File: src/rtl/ssm_pkg.sv
// Shared SSM constants, the sequencer FSM state type and a small sizing helper.
package ssm_pkg;
    localparam int DW         = 16;
    localparam int N_TILE_DEF = 64;
    localparam int TILE_LAT   = 1;
    localparam int DONE_LAT   = 1;

    typedef enum logic {S_IDLE, S_ISSUE} seq_state_e;

    function automatic int ceil_div(input int a, input int b);
        return (a + b - 1) / b;
    endfunction
endpackage

File: src/rtl/ssm_tile_sequencer_if.sv
// Group request, tile command and completion signals of the tile sequencer.
interface ssm_tile_sequencer_if #(
    parameter int N_TILE = 64,
    parameter int NW     = 8,
    parameter int TW     = 1,
    parameter int GW     = 8,
    parameter int OW     = 3
);
    logic              grp_valid_i;
    logic              grp_ready_o;
    logic [NW-1:0]     grp_ntotal_i;
    logic [GW-1:0]     grp_id_i;
    logic              tile_valid_o;
    logic              tile_ready_i;
    logic [TW-1:0]     tile_idx_o;
    logic              tile_first_o;
    logic              tile_last_o;
    logic [N_TILE-1:0] tile_mask_o;
    logic [GW-1:0]     tile_grp_id_o;
    logic              done_valid_i;
    logic              grp_done_o;
    logic [GW-1:0]     grp_done_id_o;
    logic [OW-1:0]     outstanding_o;
    logic              err_o;

    modport master (
        input  grp_valid_i, grp_ntotal_i, grp_id_i, tile_ready_i, done_valid_i,
        output grp_ready_o, tile_valid_o, tile_idx_o, tile_first_o, tile_last_o,
               tile_mask_o, tile_grp_id_o, grp_done_o, grp_done_id_o, outstanding_o, err_o
    );
    modport slave (
        output grp_valid_i, grp_ntotal_i, grp_id_i, tile_ready_i, done_valid_i,
        input  grp_ready_o, tile_valid_o, tile_idx_o, tile_first_o, tile_last_o,
               tile_mask_o, tile_grp_id_o, grp_done_o, grp_done_id_o, outstanding_o, err_o
    );
endinterface

File: src/rtl/ssm_id_fifo.sv
// Group-ID FIFO with wrap-around pointers; push when full / pop when empty are dropped.
module ssm_id_fifo #(
    parameter int DEPTH = 4,
    parameter int W     = 8
) (
    input  logic         clk,
    input  logic         rst,
    input  logic         push_i,
    input  logic [W-1:0] din_i,
    input  logic         pop_i,
    output logic [W-1:0] dout_o,
    output logic         empty_o,
    output logic         full_o
);
    localparam int PW = (DEPTH > 1) ? $clog2(DEPTH) : 1;
    localparam int CW = $clog2(DEPTH + 1);

    logic [W-1:0]  mem_q [DEPTH];
    logic [PW-1:0] wr_q, rd_q;
    logic [CW-1:0] cnt_q;
    logic          do_push, do_pop;

    function automatic logic [PW-1:0] nxt(input logic [PW-1:0] p);
        return (p == PW'(DEPTH - 1)) ? '0 : p + 1'b1;
    endfunction

    assign empty_o = (cnt_q == '0);
    assign full_o  = (cnt_q == CW'(DEPTH));
    assign do_push = push_i && !full_o;
    assign do_pop  = pop_i && !empty_o;
    assign dout_o  = mem_q[rd_q];

    always_ff @(posedge clk) begin
        if (do_push) mem_q[wr_q] <= din_i;
    end

    always_ff @(posedge clk or posedge rst) begin
        if (rst) begin
            wr_q  <= '0;
            rd_q  <= '0;
            cnt_q <= '0;
        end else begin
            if (do_push) wr_q <= nxt(wr_q);
            if (do_pop)  rd_q <= nxt(rd_q);
            cnt_q <= cnt_q + CW'(do_push) - CW'(do_pop);
        end
    end
endmodule

File: src/rtl/ssm_tile_sequencer.sv
// Splits each accepted group into N_TILE-lane tile commands and tracks in-flight
// groups so that completions from the SSM core are reported with their group ID.
module ssm_tile_sequencer
    import ssm_pkg::*;
#(
    parameter int N_TILE  = N_TILE_DEF,
    parameter int N_MAX   = 128,
    parameter int MAX_OUT = 4,
    parameter int GW      = 8
) (
    input  logic                clk,
    input  logic                rst,
    ssm_tile_sequencer_if.master bus
);
    localparam int NW     = $clog2(N_MAX + 1);
    localparam int NT_MAX = (N_MAX + N_TILE - 1) / N_TILE;
    localparam int TW     = (NT_MAX > 1) ? $clog2(NT_MAX) : 1;
    localparam int OW     = $clog2(MAX_OUT + 1);

    seq_state_e    state_q, state_d;
    logic [TW-1:0] idx_q, last_q;
    logic [NW-1:0] ntot_q, nclamp;
    logic [GW-1:0] id_q, done_id_q, fifo_dout;
    logic [OW-1:0] cnt_q, cnt_d;
    logic          err_q, err_d, done_q;
    logic          tvalid, accept, push, pop, hs, zero_grp, over_grp;
    logic          fifo_empty, fifo_full;

    assign over_grp = bus.grp_ntotal_i > NW'(N_MAX);
    assign zero_grp = (bus.grp_ntotal_i == '0);
    assign nclamp   = over_grp ? NW'(N_MAX) : bus.grp_ntotal_i;

    // Gated by rst so the upstream never sees ready while reset is held.
    assign bus.grp_ready_o = !rst && (state_q == S_IDLE) && !fifo_full;
    assign accept = bus.grp_valid_i && bus.grp_ready_o;
    assign push   = accept && !zero_grp;
    assign pop    = bus.done_valid_i && !fifo_empty;
    assign tvalid = (state_q == S_ISSUE);
    assign hs     = tvalid && bus.tile_ready_i;

    assign cnt_d = cnt_q + OW'(push) - OW'(pop);
    assign err_d = err_q || (accept && (zero_grp || over_grp)) || (bus.done_valid_i && fifo_empty);

    always_comb begin
        state_d = state_q;
        case (state_q)
            S_IDLE:  if (push) state_d = S_ISSUE;
            S_ISSUE: if (hs && idx_q == last_q) state_d = S_IDLE;
            default: state_d = S_IDLE;
        endcase
    end

    always_ff @(posedge clk or posedge rst) begin
        if (rst) state_q <= S_IDLE;
        else     state_q <= state_d;
    end

    always_ff @(posedge clk or posedge rst) begin
        if (rst) begin
            idx_q     <= '0;
            last_q    <= '0;
            ntot_q    <= '0;
            id_q      <= '0;
            cnt_q     <= '0;
            err_q     <= 1'b0;
            done_q    <= 1'b0;
            done_id_q <= '0;
        end else begin
            cnt_q  <= cnt_d;
            err_q  <= err_d;
            done_q <= pop;
            if (pop) done_id_q <= fifo_dout;
            if (push) begin
                idx_q  <= '0;
                ntot_q <= nclamp;
                id_q   <= bus.grp_id_i;
                last_q <= TW'(ceil_div(int'(nclamp), N_TILE) - 1);
            end else if (hs && idx_q != last_q) begin
                idx_q <= idx_q + 1'b1;
            end
        end
    end

    ssm_id_fifo #(.DEPTH(MAX_OUT), .W(GW)) u_id_fifo (
        .clk     (clk),
        .rst     (rst),
        .push_i  (push),
        .din_i   (bus.grp_id_i),
        .pop_i   (pop),
        .dout_o  (fifo_dout),
        .empty_o (fifo_empty),
        .full_o  (fifo_full)
    );

    // Lanes past ntotal in the final tile are masked off.
    always_comb begin
        bus.tile_mask_o = '0;
        for (int t = 0; t < N_TILE; t++)
            bus.tile_mask_o[t] = tvalid && ((int'(idx_q) * N_TILE + t) < int'(ntot_q));
    end

    assign bus.tile_valid_o  = tvalid;
    assign bus.tile_idx_o    = idx_q;
    assign bus.tile_first_o  = tvalid && (idx_q == '0);
    assign bus.tile_last_o   = tvalid && (idx_q == last_q);
    assign bus.tile_grp_id_o = id_q;
    assign bus.grp_done_o    = done_q;
    assign bus.grp_done_id_o = done_id_q;
    assign bus.outstanding_o = cnt_q;
    assign bus.err_o         = err_q;
endmodule

File: src/flat_wrapper.sv
// flat-port wrapper written by rule: the top's interface ports become plain ports
module ssm_tile_sequencer_flat import ssm_pkg::*;
#(
    parameter int N_TILE  = N_TILE_DEF,
    parameter int N_MAX   = 128,
    parameter int MAX_OUT = 4,
    parameter int GW      = 8
)
  (clk, rst, bus_grp_valid_i, bus_grp_ntotal_i, bus_grp_id_i, bus_tile_ready_i, bus_done_valid_i, bus_grp_ready_o, bus_tile_valid_o, bus_tile_idx_o, bus_tile_first_o, bus_tile_last_o, bus_tile_mask_o, bus_tile_grp_id_o, bus_grp_done_o, bus_grp_done_id_o, bus_outstanding_o, bus_err_o);
  ssm_tile_sequencer_if #(.N_TILE(N_TILE), .NW(($clog2(N_MAX + 1))), .TW((1)), .GW(GW), .OW(($clog2(MAX_OUT + 1)))) bus_i ();
  input  logic clk;
  input  logic rst;
  input wire logic [$bits(bus_i.grp_valid_i)-1:0] bus_grp_valid_i;
  input wire logic [$bits(bus_i.grp_ntotal_i)-1:0] bus_grp_ntotal_i;
  input wire logic [$bits(bus_i.grp_id_i)-1:0] bus_grp_id_i;
  input wire logic [$bits(bus_i.tile_ready_i)-1:0] bus_tile_ready_i;
  input wire logic [$bits(bus_i.done_valid_i)-1:0] bus_done_valid_i;
  output wire logic [$bits(bus_i.grp_ready_o)-1:0] bus_grp_ready_o;
  output wire logic [$bits(bus_i.tile_valid_o)-1:0] bus_tile_valid_o;
  output wire logic [$bits(bus_i.tile_idx_o)-1:0] bus_tile_idx_o;
  output wire logic [$bits(bus_i.tile_first_o)-1:0] bus_tile_first_o;
  output wire logic [$bits(bus_i.tile_last_o)-1:0] bus_tile_last_o;
  output wire logic [$bits(bus_i.tile_mask_o)-1:0] bus_tile_mask_o;
  output wire logic [$bits(bus_i.tile_grp_id_o)-1:0] bus_tile_grp_id_o;
  output wire logic [$bits(bus_i.grp_done_o)-1:0] bus_grp_done_o;
  output wire logic [$bits(bus_i.grp_done_id_o)-1:0] bus_grp_done_id_o;
  output wire logic [$bits(bus_i.outstanding_o)-1:0] bus_outstanding_o;
  output wire logic [$bits(bus_i.err_o)-1:0] bus_err_o;
  assign bus_i.grp_valid_i = bus_grp_valid_i;
  assign bus_i.grp_ntotal_i = bus_grp_ntotal_i;
  assign bus_i.grp_id_i = bus_grp_id_i;
  assign bus_i.tile_ready_i = bus_tile_ready_i;
  assign bus_i.done_valid_i = bus_done_valid_i;
  assign bus_grp_ready_o = bus_i.grp_ready_o;
  assign bus_tile_valid_o = bus_i.tile_valid_o;
  assign bus_tile_idx_o = bus_i.tile_idx_o;
  assign bus_tile_first_o = bus_i.tile_first_o;
  assign bus_tile_last_o = bus_i.tile_last_o;
  assign bus_tile_mask_o = bus_i.tile_mask_o;
  assign bus_tile_grp_id_o = bus_i.tile_grp_id_o;
  assign bus_grp_done_o = bus_i.grp_done_o;
  assign bus_grp_done_id_o = bus_i.grp_done_id_o;
  assign bus_outstanding_o = bus_i.outstanding_o;
  assign bus_err_o = bus_i.err_o;
  ssm_tile_sequencer #(.N_TILE(N_TILE), .N_MAX(N_MAX), .MAX_OUT(MAX_OUT), .GW(GW)) u_core (.clk(clk), .rst(rst), .bus(bus_i));
endmodule
File: config.mk
export PLATFORM = sky130hd
export DESIGN_NAME = ssm_tile_sequencer_flat
export DESIGN_NICKNAME = d
export VERILOG_FILES = /design/src/rtl/ssm_pkg.sv /design/src/rtl/ssm_tile_sequencer_if.sv /design/src/rtl/ssm_id_fifo.sv /design/src/rtl/ssm_tile_sequencer.sv /design/src/flat_wrapper.sv
export SDC_FILE = /design/constraint.sdc
export NUM_CORES = 1
export LEC_CHECK = 0
export BUFFER_PORTS_ARGS = -buffer_cell sky130_fd_sc_hd__buf_2
export CELL_PAD_IN_SITES_DETAIL_PLACEMENT = 1
export CELL_PAD_IN_SITES_GLOBAL_PLACEMENT = 1
export CORE_MARGIN = 2
export CORE_UTILIZATION = 25
export DETAILED_ROUTE_END_ITERATION = 16
export HOLD_SLACK_MARGIN = 0.02
export MAX_ROUTING_LAYER = met4
export PLACE_DENSITY_LB_ADDON = 0.1
export SLEW_MARGIN = 15
export SYNTH_ARGS = -nofsm -noshare
export SYNTH_HDL_FRONTEND = slang
export SYNTH_HIERARCHICAL = 1
export SYNTH_SLANG_ARGS = --single-unit
File: constraint.sdc
create_clock -name clk -period 3.4 [get_ports clk]
set_clock_uncertainty 0.05 [all_clocks]
set_input_delay 0.68 -clock clk [delete_from_list [all_inputs] [get_ports clk]]
set_output_delay 0.68 -clock clk [all_outputs]
set_load 0.05 [all_outputs]
==> run_results.csv, run 1 <==
group,metric,value,unit
global_route,grt.busiest_layer,"met2",
global_route,met1_usage,21.2,%
worst_setup_path,rr_startpoint,"u_core/u_id_fifo/cnt_q[2]",
worst_setup_path,critical_path_class,"flip-flop to primary output",
drt,firstDrtPassIters,4,
outcome,status,"finished clean",
sta,max_freq,316,MHz
cts,htreeDepth,3,
drt,postRouteAntennaNets,0,
global_route,met3_usage,3.51,%
synthesis,synthArstFlopShare,54.9,%
cells_and_area,syn_to_final_growth,30.1,%
cts,clk_latency,330,ps
floorplan,initial_core_util,25.7,%
sta,drv_slew,0,
cells_and_area,n_fill_cell,1729,
cts,clock-sinks,71,
placement,io_buffers,110,
cells_and_area,final_cells,678,
sta,finalSetupViolCount,0,
cts,ctsResizeCount,0,
sta,hold_viol,0,
cells_and_area,n_antenna_cell,0,
floorplan,rows,45,
cts,post-cts-setup-buffers,0,
drt,dr.first_iter.drc_count,159,
drt,routed_wl,12500,microns
cts,cts_buffers,9,
drt,drc_errors,0,
floorplan,dieArea,0.0167,sq mm
worst_setup_path,cp_max_fo,9,
cells_and_area,final_nets,496,
floorplan,fp.dieW,129,microns
worst_setup_path,startpoint,"u_core/bus.tile_idx_o",
sta,grt_setup_unrepaired,"false",
worst_setup_path,cp.arrival,2430,ps
synthesis,synth_area_per_cell,11.1,sq um
drt,via_per_inst,4.78,
cells_and_area,drive_gt1_share,41.5,%
synthesis,yosysUniqueCellTypes,60,
worst_setup_path,end_kind,"primary output",
worst_setup_path,critPathLaunchType,"flip-flop",
global_route,antenna_found_initial,0,
sta,fin_crit,3160,ps
global_route,grt_max_degree,45,
synthesis,yosysWarningCount,6,
global_route,gr-total-overflow,0,
synthesis,yosys_register_bits,71,
floorplan,core-area,0.0153,sq mm
sta,tightestPinTransition,730,ps
synthesis,syn_inst,352,
worst_hold_path,hold_class,"input port to async pin",
placement,gp_congestion,0.764,
global_route,met2_usage,23.1,%
drt,dr_total_vias,3241,
drt,wl_per_cell,18.4,microns
placement,place_inst,662,
floorplan,die_h,129,microns
global_route,grt_pass1_wl,19100,microns
synthesis,ys_seq_area_share,49.4,%
synthesis,synth_edf_count,32,
synthesis,synth_area,0.00392,sq mm
sta,finalCritPeriodShare,93.1,%
cts,cts_tree,"built",
synthesis,synth_nets,386,
cts,clockRootBuffer,"clkbuf_16",
synthesis,synth_ff_type,"dfrtp_1",
cts,clk_path_buf_depth,2,
cts,path_clk_slew,60,ps
global_route,grt_pass1_vias,3326,
worst_setup_path,required,2670,ps
sta,max_slew_margin,50.7,%
global_route,grt_usage,15.5,%
placement,dp_hpwl,9090,microns
floorplan,io_pins,111,
run,maxCapViolations,0,
cts,postCtsHoldBufs,0,
per-layer routing:
| layer | routed length, microns | vias up |
|---|---|---|
| met5 | 0 | - |
| met4 | 108 | 0 |
| met3 | 685 | 7 |
| met2 | 5600 | 83 |
| met1 | 6060 | 1624 |
| li1 | - | 1527 |
final timing paths:
check	slack (ps)	endpoint	cells after the start
max in group asynchronous	2710	u_core/bus.grp_done_id_o[6]	3
hold reg to reg	450	u_core/bus.tile_grp_id_o[4]	1
setup / recovery	240	bus_tile_mask_o[11]	7
min in group clk	450	u_core/bus.tile_grp_id_o[4]	1
setup reg to reg	560	u_core/u_id_fifo/cnt_q[2]	13
hold / removal	270	u_core/u_id_fifo/cnt_q[0]	2
per-stage QoR:
| stage | setup TNS (ps) | util (%) | setup slack, ps | hold slack (ps) | area, sq um |
|---|---|---|---|---|---|
| final | 0 | 33.4 | 235 | 273 | 5100 |
| after global routing | 0 | 33.4 | 51.2 | 283 | 5100 |
| after CTS | 0 | 33.4 | 204 | 273 | 5100 |
| after detailed placement | 0 | 31.5 | 260 | 440 | 4810 |
| after global placement | 0 | 31.5 | 293 | 436 | 4810 |
| after floorplan | -1620 | - | -109 | 419 | 3970 |
cell usage after synthesis (2+ instances only):
cell type	instances	area, sq um
dfrtp_1	39	976
nor3_1	37	185
edfxtp_1	32	961
nor2_1	32	120
clkbuf_1	23	86.3
inv_1	21	78.8
a21oi_1	13	65.1
o21ai_0	13	65.1
ha_1	11	138
mux2_2	10	113
mux2_4	9	135
mux4_2	8	180
o22ai_1	8	50.1
nand2_1	7	26.3
and2_1	6	37.5
nand4_1	6	37.5
o31ai_1	6	45.0
buf_2	5	25.0
nor2b_1	5	31.3
xnor2_1	5	43.8
a32oi_1	4	35.0
nand3_1	4	20.0
a22o_1	3	26.3
nor4_1	3	18.8
a21o_1	2	15.0
fa_1	2	40.0
nand2b_1	2	12.5
o21a_1	2	15.0
or2_2	2	12.5
or4_4	2	22.5
flip-flops by register name, indices dropped and copies added (netlist names):
name                      flops
u_core/u_id_fifo/mem_q       32
u_core/u_id_fifo/wr_q         2
u_core/bus.err_o              1
u_core/u_id_fifo/cnt_q        3
u_core/ntot_q                 8
u_core/bus.tile_valid_o       1
u_core/bus.tile_idx_o         1
u_core/bus.grp_done_o         1
u_core/last_q                 1
u_core/u_id_fifo/rd_q         2
u_core/bus.grp_done_id_o      8
u_core/bus.outstanding_o      3
u_core/bus.tile_grp_id_o      8
cell families (layout without fill, tap and decap cells):
| kind of cell | Yosys count | count (layout) | synth area share (%) |
|---|---|---|---|
| AND/OR/NAND/NOR | 117 | 117 | 16.8 |
| flip-flops | 71 | 71 | 49.4 |
| AO/OA/AOI/OAI | 67 | 67 | 11.8 |
| buffers and inverters | 51 | 166 | 5.17 |
| multiplexers | 28 | 28 | 11.2 |
| adder cells (fa/ha/maj) | 13 | 13 | 4.53 |
| XOR/XNOR | 5 | 5 | 1.12 |
critical path: stages (launching register included):
cell	delay, ps
dfrtp_1	480
inv_1	80
ha_1	380
nor4b_4	170
nand3b_1	360
buf_4	270
o31ai_1	60
buf_2	310
final cells by class:
class	instances	area [sq um]	share of cell area (%)
flip-flops and latches	71	1940	38.0
well taps	211	264	5.17
repair buffers	128	686	13.4
inverters	22	87.6	1.72
clock buffers	9	225	4.41
clock inverters	7	71.3	1.40
multi-input cells	230	1830	35.9
cells in the final DEF, fill, tap and decap left out, types with 2 or more instances in the layout:
cell / netlist / routed
buf_2: 5 / 110
dfrtp_1: 39 / 39
nor2_1: 32 / 32
edfxtp_1: 32 / 32
nor3_1: 37 / 28
inv_1: 21 / 21
buf_4: 0 / 18
o21ai_0: 13 / 13
a21oi_1: 13 / 12
ha_1: 11 / 11
mux2_2: 10 / 10
clkbuf_16: 0 / 9
mux2_4: 9 / 9
nor3_2: 0 / 9
o22ai_1: 8 / 8
mux4_2: 8 / 8
nand2_1: 7 / 7
and2_1: 6 / 6
o31ai_1: 6 / 6
nand4_1: 6 / 6
nor2b_1: 5 / 5
xnor2_1: 5 / 5
nand3_1: 4 / 4
a32oi_1: 4 / 4
clkinv_2: 0 / 3
inv_6: 1 / 3
a22o_1: 3 / 3
nor4_1: 3 / 3
or4_4: 2 / 2
or2_2: 2 / 2
nand2b_1: 2 / 2
o21a_1: 2 / 2
a21o_1: 2 / 2
fa_1: 2 / 2
Power of run 1 is left out: the tool's default activity adds up to more than one toggle a clock period on the data nets, which glitch-free logic cannot reach.
==> inputs of run 2 (changes only) <==
--- a/config.mk
+++ b/config.mk
@@ -6,8 +6,9 @@
 export NUM_CORES = 1
 export LEC_CHECK = 0
 export BUFFER_PORTS_ARGS = -buffer_cell sky130_fd_sc_hd__buf_2
-export CELL_PAD_IN_SITES_DETAIL_PLACEMENT = 1
-export CELL_PAD_IN_SITES_GLOBAL_PLACEMENT = 1
+export CAP_MARGIN = 20
+export CELL_PAD_IN_SITES_DETAIL_PLACEMENT = 0
+export CELL_PAD_IN_SITES_GLOBAL_PLACEMENT = 2
 export CORE_MARGIN = 2
 export CORE_UTILIZATION = 25
 export DETAILED_ROUTE_END_ITERATION = 16
==> run 2 against run 1 <==
  * Maximum frequency decreased by 0.38%
  * Count of clock-buffer cells in the layout is 1 higher
  * Global-route usage grew 0.29 points
  * Via count down 0.74%
  * Sequential share of layout area fell by 0.56 points
  * Critical path depth fell by 2
  * Non-clock buffer count increased by 2
  * Core utilization rose by 0.50 points
  * Die area did not move
==> run_results.csv, run 2 (same netlist as run 1, synthesis figures left out) <==
group,metric,value,unit
cells_and_area,final_cells,680,
worst_setup_path,cp_cell_sequence,"ha_1 > nand2b_1 > nand2_1 > o31ai_1 > buf_2",
placement,place_inst,663,
global_route,grt_pass1_wl,19400,microns
drt,drc_errors,0,
sta,finalSetupViolCount,0,
placement,dp_hpwl,9330,microns
floorplan,dieArea,0.0167,sq mm
cells_and_area,drive_gt1_share,41.6,%
floorplan,io_pins,111,
worst_setup_path,rr_worst_depth,13,
cts,clockRootBuffer,"clkbuf_16",
sta,finalCritPeriodShare,93.4,%
global_route,gr-total-overflow,0,
placement,gp_congestion,0.715,
global_route,grt_pass1_vias,3309,
sta,hold_slack,272,ps
cells_and_area,layout_commonest_cell,"buf_2",
sta,drv_slew,0,
cts,clk_latency,330,ps
sta,tightestPinTransition,691,ps
cts,ctsResizeCount,0,
run,maxCapViolations,0,
drt,dr_total_vias,3217,
sta,max_slew_margin,54.0,%
worst_setup_path,critical_path_class,"flip-flop to primary output",
drt,postRouteAntennaNets,0,
cells_and_area,layout_common_cells,"buf_2, dfrtp_1, nor2_1, edfxtp_1, nor3_1",
worst_setup_path,r2r_setup_slack,660,ps
worst_setup_path,critPathLaunchType,"flip-flop",
cts,cts_buffers,9,
placement,dpl-instance-area,0.00483,sq mm
placement,io_buffers,110,
worst_setup_path,required,2670,ps
cells_and_area,n_antenna_cell,0,
global_route,antenna_found_initial,0,
drt,firstDrtPassIters,4,
cells_and_area,syn_to_final_growth,32.0,%
cells_and_area,final_cell_area,0.00518,sq mm
cts,htreeDepth,3,
worst_setup_path,cp_max_fo,14,
cells_and_area,final_nets,498,
drt,routed_wl,12600,microns
cells_and_area,regMostFlops,"u_core/u_id_fifo/mem_q",
worst_setup_path,path_depth,5,
cells_and_area,largest_reg_flops,32,
worst_setup_path,r2r-end,"u_core/u_id_fifo/cnt_q[2]",
cts,cts_tree,"built",
floorplan,rows,45,
drt,wl_per_cell,18.5,microns
worst_setup_path,end_kind,"primary output",
global_route,grt_max_degree,44,
worst_setup_path,path_buf_inv,1,
sta,hold_viol,0,
drt,dr.first_iter.drc_count,150,
worst_setup_path,cp.arrival,2450,ps
cts,path_clk_slew,60,ps
floorplan,core-area,0.0153,sq mm
cells_and_area,post-route-util,33.9,%
sta,grt_setup_unrepaired,"false",
outcome,status,"finished clean",
floorplan,fp.dieW,129,microns
sta,max_freq,315,MHz
worst_setup_path,rr_startpoint,"u_core/u_id_fifo/cnt_q[2]",
cts,clock-sinks,71,
worst_hold_path,hold_class,"input port to async pin",
drt,via_per_inst,4.73,
worst_setup_path,path_delay_family,"simple AND/OR/NAND/NOR gates",
worst_setup_path,cpPeakStageDelay,460,ps
global_route,grt_usage,15.8,%
cts,postCtsHoldBufs,0,
floorplan,initial_core_util,25.7,%
cts,clk_path_buf_depth,2,
sta,fin_crit,3180,ps
worst_setup_path,cp_slowest_cell,"dfrtp_1",
floorplan,die_h,129,microns
-- run 2: worst max-delay path by stage --
stage	end	startpoint
2_1_floorplan	bus_tile_mask_o[52]	u_core/bus.tile_idx_o
3_3_place_gp	u_core/u_id_fifo/cnt_q[2]	bus_grp_ntotal_i[1]
3_5_place_dp	u_core/u_id_fifo/cnt_q[2]	bus_grp_ntotal_i[1]
4_1_cts	bus_tile_mask_o[20]	u_core/bus.tile_idx_o
5_1_grt	bus_tile_mask_o[9]	u_core/bus.tile_idx_o
6_report	bus_tile_mask_o[9]	u_core/bus.tile_idx_o
-- run 2: repair_timing --
item | CTS | global route
buffers inserted | 0 | 1
hold endpoints to repair | 0 | 0
setup endpoints to repair | 0 | 3
-- run 2: layer usage --
metal  up-vias  GRT usage, %  part of all wire, %
li1       1524             -                    -
met2        81          26.0                   49
met3        11          1.94                  4.4
met1      1601          20.2                   46
met4         0          5.37                  1.3
met5         -             -                    0
-- run 2: cell type report --
cell class	instances	area [sq um]
Fill cell	1598	10100
Sequential cell	71	1940
Multi-Input combinational cell	230	1830
Timing Repair Buffer	130	713
Tap cell	211	264
Clock buffer	10	229
Clock inverter	6	116
Inverter	22	87.6
-- run 2: metrics by stage --
| stage | setup slack, ps | TNS (ps) |
|---|---|---|
| 5_1_grt | 23.5 | 0 |
| 4_1_cts | 23.9 | 0 |
| 6_report | 223 | 0 |
| 3_5_place_dp | 286 | 0 |
| 2_1_floorplan | -109 | -1620 |
| 3_3_place_gp | 297 | 0 |
Power of run 2 is left out for the same reason.
